### src/rtl/key_debounce.sv
// Per-channel button conditioner: 2-flop synchronizer, polarity normalisation and
// a stable-count filter producing a debounced active-high level plus a change strobe.
//
// state  | meaning
// STABLE | normalised sample equals btn; counter held at zero
// CHECK  | sample differs from btn; counter runs until STABLE_CYCLES agreeing samples
module key_debounce #(
    parameter int WIDTH          = 4,
    parameter int STABLE_CYCLES  = 16,
    parameter int KEY_ACTIVE_LOW = 1
) (
    input  logic             Clock,
    input  logic             Reset_n,
    input  logic [WIDTH-1:0] key_raw,
    output logic [WIDTH-1:0] btn,
    output logic [WIDTH-1:0] changed
);

    localparam int CNT_W = $clog2(STABLE_CYCLES);
    localparam logic [CNT_W-1:0] CNT_LAST = CNT_W'(STABLE_CYCLES - 1);
    localparam logic INACTIVE_RAW = (KEY_ACTIVE_LOW != 0);

    if (STABLE_CYCLES < 2) begin : g_param_check
        $error("key_debounce: STABLE_CYCLES must be at least 2");
    end

    logic [WIDTH-1:0] sync1_q, sync2_q;
    logic [WIDTH-1:0] btn_q, btn_d;
    logic [WIDTH-1:0] chg_q, chg_d;
    logic [CNT_W-1:0] cnt_q [WIDTH];
    logic [CNT_W-1:0] cnt_d [WIDTH];
    logic [WIDTH-1:0] norm;

    // The STABLE/CHECK state is implied by norm vs btn, so no separate state register.
    assign norm = sync2_q ^ {WIDTH{INACTIVE_RAW}};

    always_comb begin
        btn_d = btn_q;
        chg_d = '0;
        for (int i = 0; i < WIDTH; i++) begin
            cnt_d[i] = '0;
            if (norm[i] != btn_q[i]) begin
                if (cnt_q[i] == CNT_LAST) begin
                    btn_d[i] = ~btn_q[i];
                    chg_d[i] = 1'b1;
                end else begin
                    cnt_d[i] = cnt_q[i] + CNT_W'(1);
                end
            end
        end
    end

    always_ff @(posedge Clock or negedge Reset_n) begin
        if (!Reset_n) begin
            sync1_q <= {WIDTH{INACTIVE_RAW}};
            sync2_q <= {WIDTH{INACTIVE_RAW}};
            btn_q   <= '0;
            chg_q   <= '0;
            for (int i = 0; i < WIDTH; i++) begin
                cnt_q[i] <= '0;
            end
        end else begin
            sync1_q <= key_raw;
            sync2_q <= sync1_q;
            btn_q   <= btn_d;
            chg_q   <= chg_d;
            for (int i = 0; i < WIDTH; i++) begin
                cnt_q[i] <= cnt_d[i];
            end
        end
    end

    assign btn     = btn_q;
    assign changed = chg_q;

endmodule
### config.mk
export PLATFORM = sky130hd
export DESIGN_NAME = key_debounce
export DESIGN_NICKNAME = d
export VERILOG_FILES = /design/src/rtl/key_debounce.sv
export SDC_FILE = /design/constraint.sdc
export NUM_CORES = 1
export LEC_CHECK = 0
export BUFFER_PORTS_ARGS = -buffer_cell sky130_fd_sc_hd__buf_2
export CORE_MARGIN = 5
export CORE_UTILIZATION = 55
export DETAILED_ROUTE_END_ITERATION = 10
export PLACE_DENSITY = 0.76
export REMOVE_ABC_BUFFERS = 1
export SLEW_MARGIN = 15
export SYNTH_ARGS = -nofsm -noshare
export SYNTH_HDL_FRONTEND = slang
export SYNTH_SLANG_ARGS = --single-unit
### constraint.sdc
create_clock -name Clock -period 1.1 [get_ports Clock]
set_input_delay 0.22 -clock Clock [delete_from_list [all_inputs] [get_ports Clock]]
set_output_delay 0.22 -clock Clock [all_outputs]
set_load 0.05 [all_outputs]
==> results.py <==
metrics = {
    "clock_network": {
        "clk_pin_slew_ns": 0.09,
        "cts_tree": "built",
        "htree_levels": 2,
        "clock_latency_ns": 0.32,
        "clock_path_buffers": 2,
        "clkSinkCount": 32,
        "numCtsBuffers": 5,
        "root_buffer": "clkbuf_4",
    },
    "setup_path": {
        "worstSetupPathDepth": 1,
        "crit_type": "reg -> out",
        "ff2ff_path_depth": 3,
        "critPathMaxStageDelay_ns": 0.40,
        "crit_path_end": "btn[2]",
        "start_kind": "register",
        "worstPathArrival_ns": 0.88,
        "cp_slowest_cell": "dfrtp_1",
        "end_kind": "output port",
        "cp.buffers_inverters": 1,
        "critical-path-top-delay-family": "flip-flops",
        "regToRegStartpoint": "cnt_q[5]",
        "crit_start": "btn[2]",
        "r2r_setup_slack_ns": 0.06,
        "required_ns": 0.88,
        "worstPathMaxFanout": 2,
        "timing.rr.end": "cnt_q[4]",
        "path_cells": "buf_6",
    },
    "synthesis": {
        "synth_cell_types": 15,
        "yosysWarnings": 0,
        "ys_ff_latch": 32,
        "ys_seq_area_share_pct": 66.3,
        "netlist_area_um2": 1220,
        "synth_top_family_by_area": "simple AND/OR/NAND/NOR gates",
        "yosys.area_share.adder_pct": 4.09,
        "synth_xor_area_share_pct": 7.57,
        "syn_area_per_cell_um2": 12.7,
        "synth_compound_area_share_pct": 6.54,
        "synthCells": 96,
        "synthMuxAreaShare_pct": 0,
        "synth-simple-area-share_pct": 13.1,
    },
    "sta": {
        "period_minus_slack_ns": 1.10,
        "setup_tns_ns": -0.00252,
        "worst_slew_pin_slew_ns": 0.272,
        "rsz0062_at_grt": "true",
        "fin_hold_ws_ns": 0.360,
        "relSlewSlack_pct": 81.9,
        "setup_viol": 1,
        "fin_crit_sh_pct": 100,
        "hold_viol_final": 0,
        "setup_slack_ns": -0.00252,
        "drv_slew": 0,
        "fin_worst_skew_ns": 0.00930,
        "fmax_mhz": 907,
    },
    "floorplanning": {
        "die_y_um": 57.2,
        "start_util_pct": 56.4,
        "fp.coreArea_um2": 2170,
        "fp.dieW_um": 57.2,
        "row_count": 17,
        "io_pins": 14,
        "die_area_um2": 3270,
    },
    "power_and_ir_drop": {
        "powerDensity_nw_per_um2": 1280,
        "p_leak_nw": 0.732,
        "peakVddDrop_uv": 1230,
        "p_total_mw": 2.06,
    },
    "drt": {
        "routedWlPerCell_um": 12.0,
        "dr_total_vias": 812,
        "drt-total-wl_mm": 1.93,
        "drc": 0,
        "firstDrtPassIters": 4,
        "drt_iter0_markers": 7,
        "ant_nets": 0,
        "via_per_inst": 5.04,
    },
    "place": {
        "pre_cts_ws_ns": 0.00289,
        "portBuffers": 13,
        "placed_area_um2": 1370,
        "hpwl_mm": 1.21,
        "routabilityCongestion": 0.723,
    },
    "outcome": {
        "violations": "negative setup slack",
        "status": "finished, violations left",
    },
    "finish": {
        "syn2layout_area_growth_pct": 31.7,
        "fin_area_um2": 1610,
        "fillCellCount": 157,
        "multiInputGateArea_um2": 423,
        "seqCellArea_um2": 811,
        "final_nets": 143,
        "drive_gt1_share_pct": 39.1,
        "antenna_cells": 0,
    },
    "global_routing": {
        "grt_pass1_vias": 831,
        "grt_first_pass_wirelength_mm": 3.49,
        "grt-ovfl-total": 0,
        "antenna_found_initial": 0,
        "grt_max_degree": 33,
        "grt_use_total_pct": 14.6,
    },
    "hold_path": {
        "hold_path.class": "reg -> reg",
    },
    "flow_run": {
        "max_cap_viol_count": 0,
    },
}
==> power breakdown <==
| group | leakage (nW) | internal, mW | switching, mW |
|---|---|---|---|
| registers | 0.409 | 1.24 | 0.0420 |
| clock network | 0.0254 | 0.240 | 0.336 |
| logic | 0.297 | 0.106 | 0.0951 |
==> Yosys cell counts <==
library cell  count  area share, %
a21oi_1           8            3.3
dfrtp_1          24             49
dfstp_2           8             17
ha_1              4            4.1
inv_1             8            2.5
nand2_1           4            1.2
nand3_1           4            1.6
nand4b_1          4            2.9
nor2_1           12            3.7
nor3b_1           1           0.61
nor3b_2           3            3.1
o21ai_0           8            3.3
xnor2_1           4            2.9
xor2_1            1           0.72
xor2_2            3            4.0
==> cell usage in the layout (no fill, tap or decap), drive strengths merged <==
cell and instances:
a21oi 8, buf 25, clkbuf 7, dfrtp 24
dfstp 8, dlygate4sd3 5, ha 4, inv 8
nand2 4, nand3 4, nand4b 4, nor2 12
nor3b 4, o21ai 8, xnor2 4, xor2 4
==> timing repair <==
action,in CTS,in global routing
cloned,0,0
endpoints found under the setup margin,9,22
hold buffers,5,0
hold endpoints to repair,28,0
pin swaps,0,2
resized for setup,16,9
setup buffers,5,3
==> routing by layer <==
| layer | track usage [%] | vias to the layer above | part of all wire [%] |
|---|---|---|---|
| met1 | 17.6 | 394 | 43 |
| met3 | 7.01 | 4 | 6.5 |
| met5 | 0 | - | 0 |
| met2 | 21.5 | 18 | 48 |
| li1 | - | 396 | - |
| met4 | 7.95 | 0 | 2.1 |
==> stage by stage <==
| stage | instances | utilization [%] |
|---|---|---|
| after floorplan | 96 | - |
| after global placement | 141 | 63.0 |
| after detailed placement | 141 | 63.0 |
| after CTS | 158 | 71.4 |
| after global routing | 161 | 74.3 |
| final | 161 | 74.3 |
==> flip-flops by register name, summed over array words and instances, names as in the netlist <==
signal / count
changed: 4
sync2_q: 4
btn: 4
cnt_q: 16
sync1_q: 4
==> layout make-up <==
class	count	share of cell area, %
Sequential cell	32	50.3
Inverter	8	1.86
Clock buffer	7	2.80
Multi-Input combinational cell	56	26.2
Tap cell	28	2.17
Timing Repair Buffer	30	16.6
==> how the worst min path moves through the flow <==
stage                from         end  cells past startpoint
6_report       sync1_q[0]  sync2_q[0]                      0
5_1_grt        sync1_q[3]  sync2_q[3]                      0
4_1_cts           Reset_n    cnt_q[6]                      3
3_5_place_dp      Reset_n    cnt_q[2]                      2
3_3_place_gp      Reset_n    cnt_q[3]                      2
2_1_floorplan     Reset_n      btn[0]                      0
==> cell families (layout without fill, tap and decap cells) <==
kind of cell,after synthesis,in the layout
xor+xnor,8,8
simple gates,28,28
buf+inv,8,45
compound gates,16,16
flops,32,32
fa+ha+maj,4,4
No activity file was read; power rests on OpenSTA's default activity.
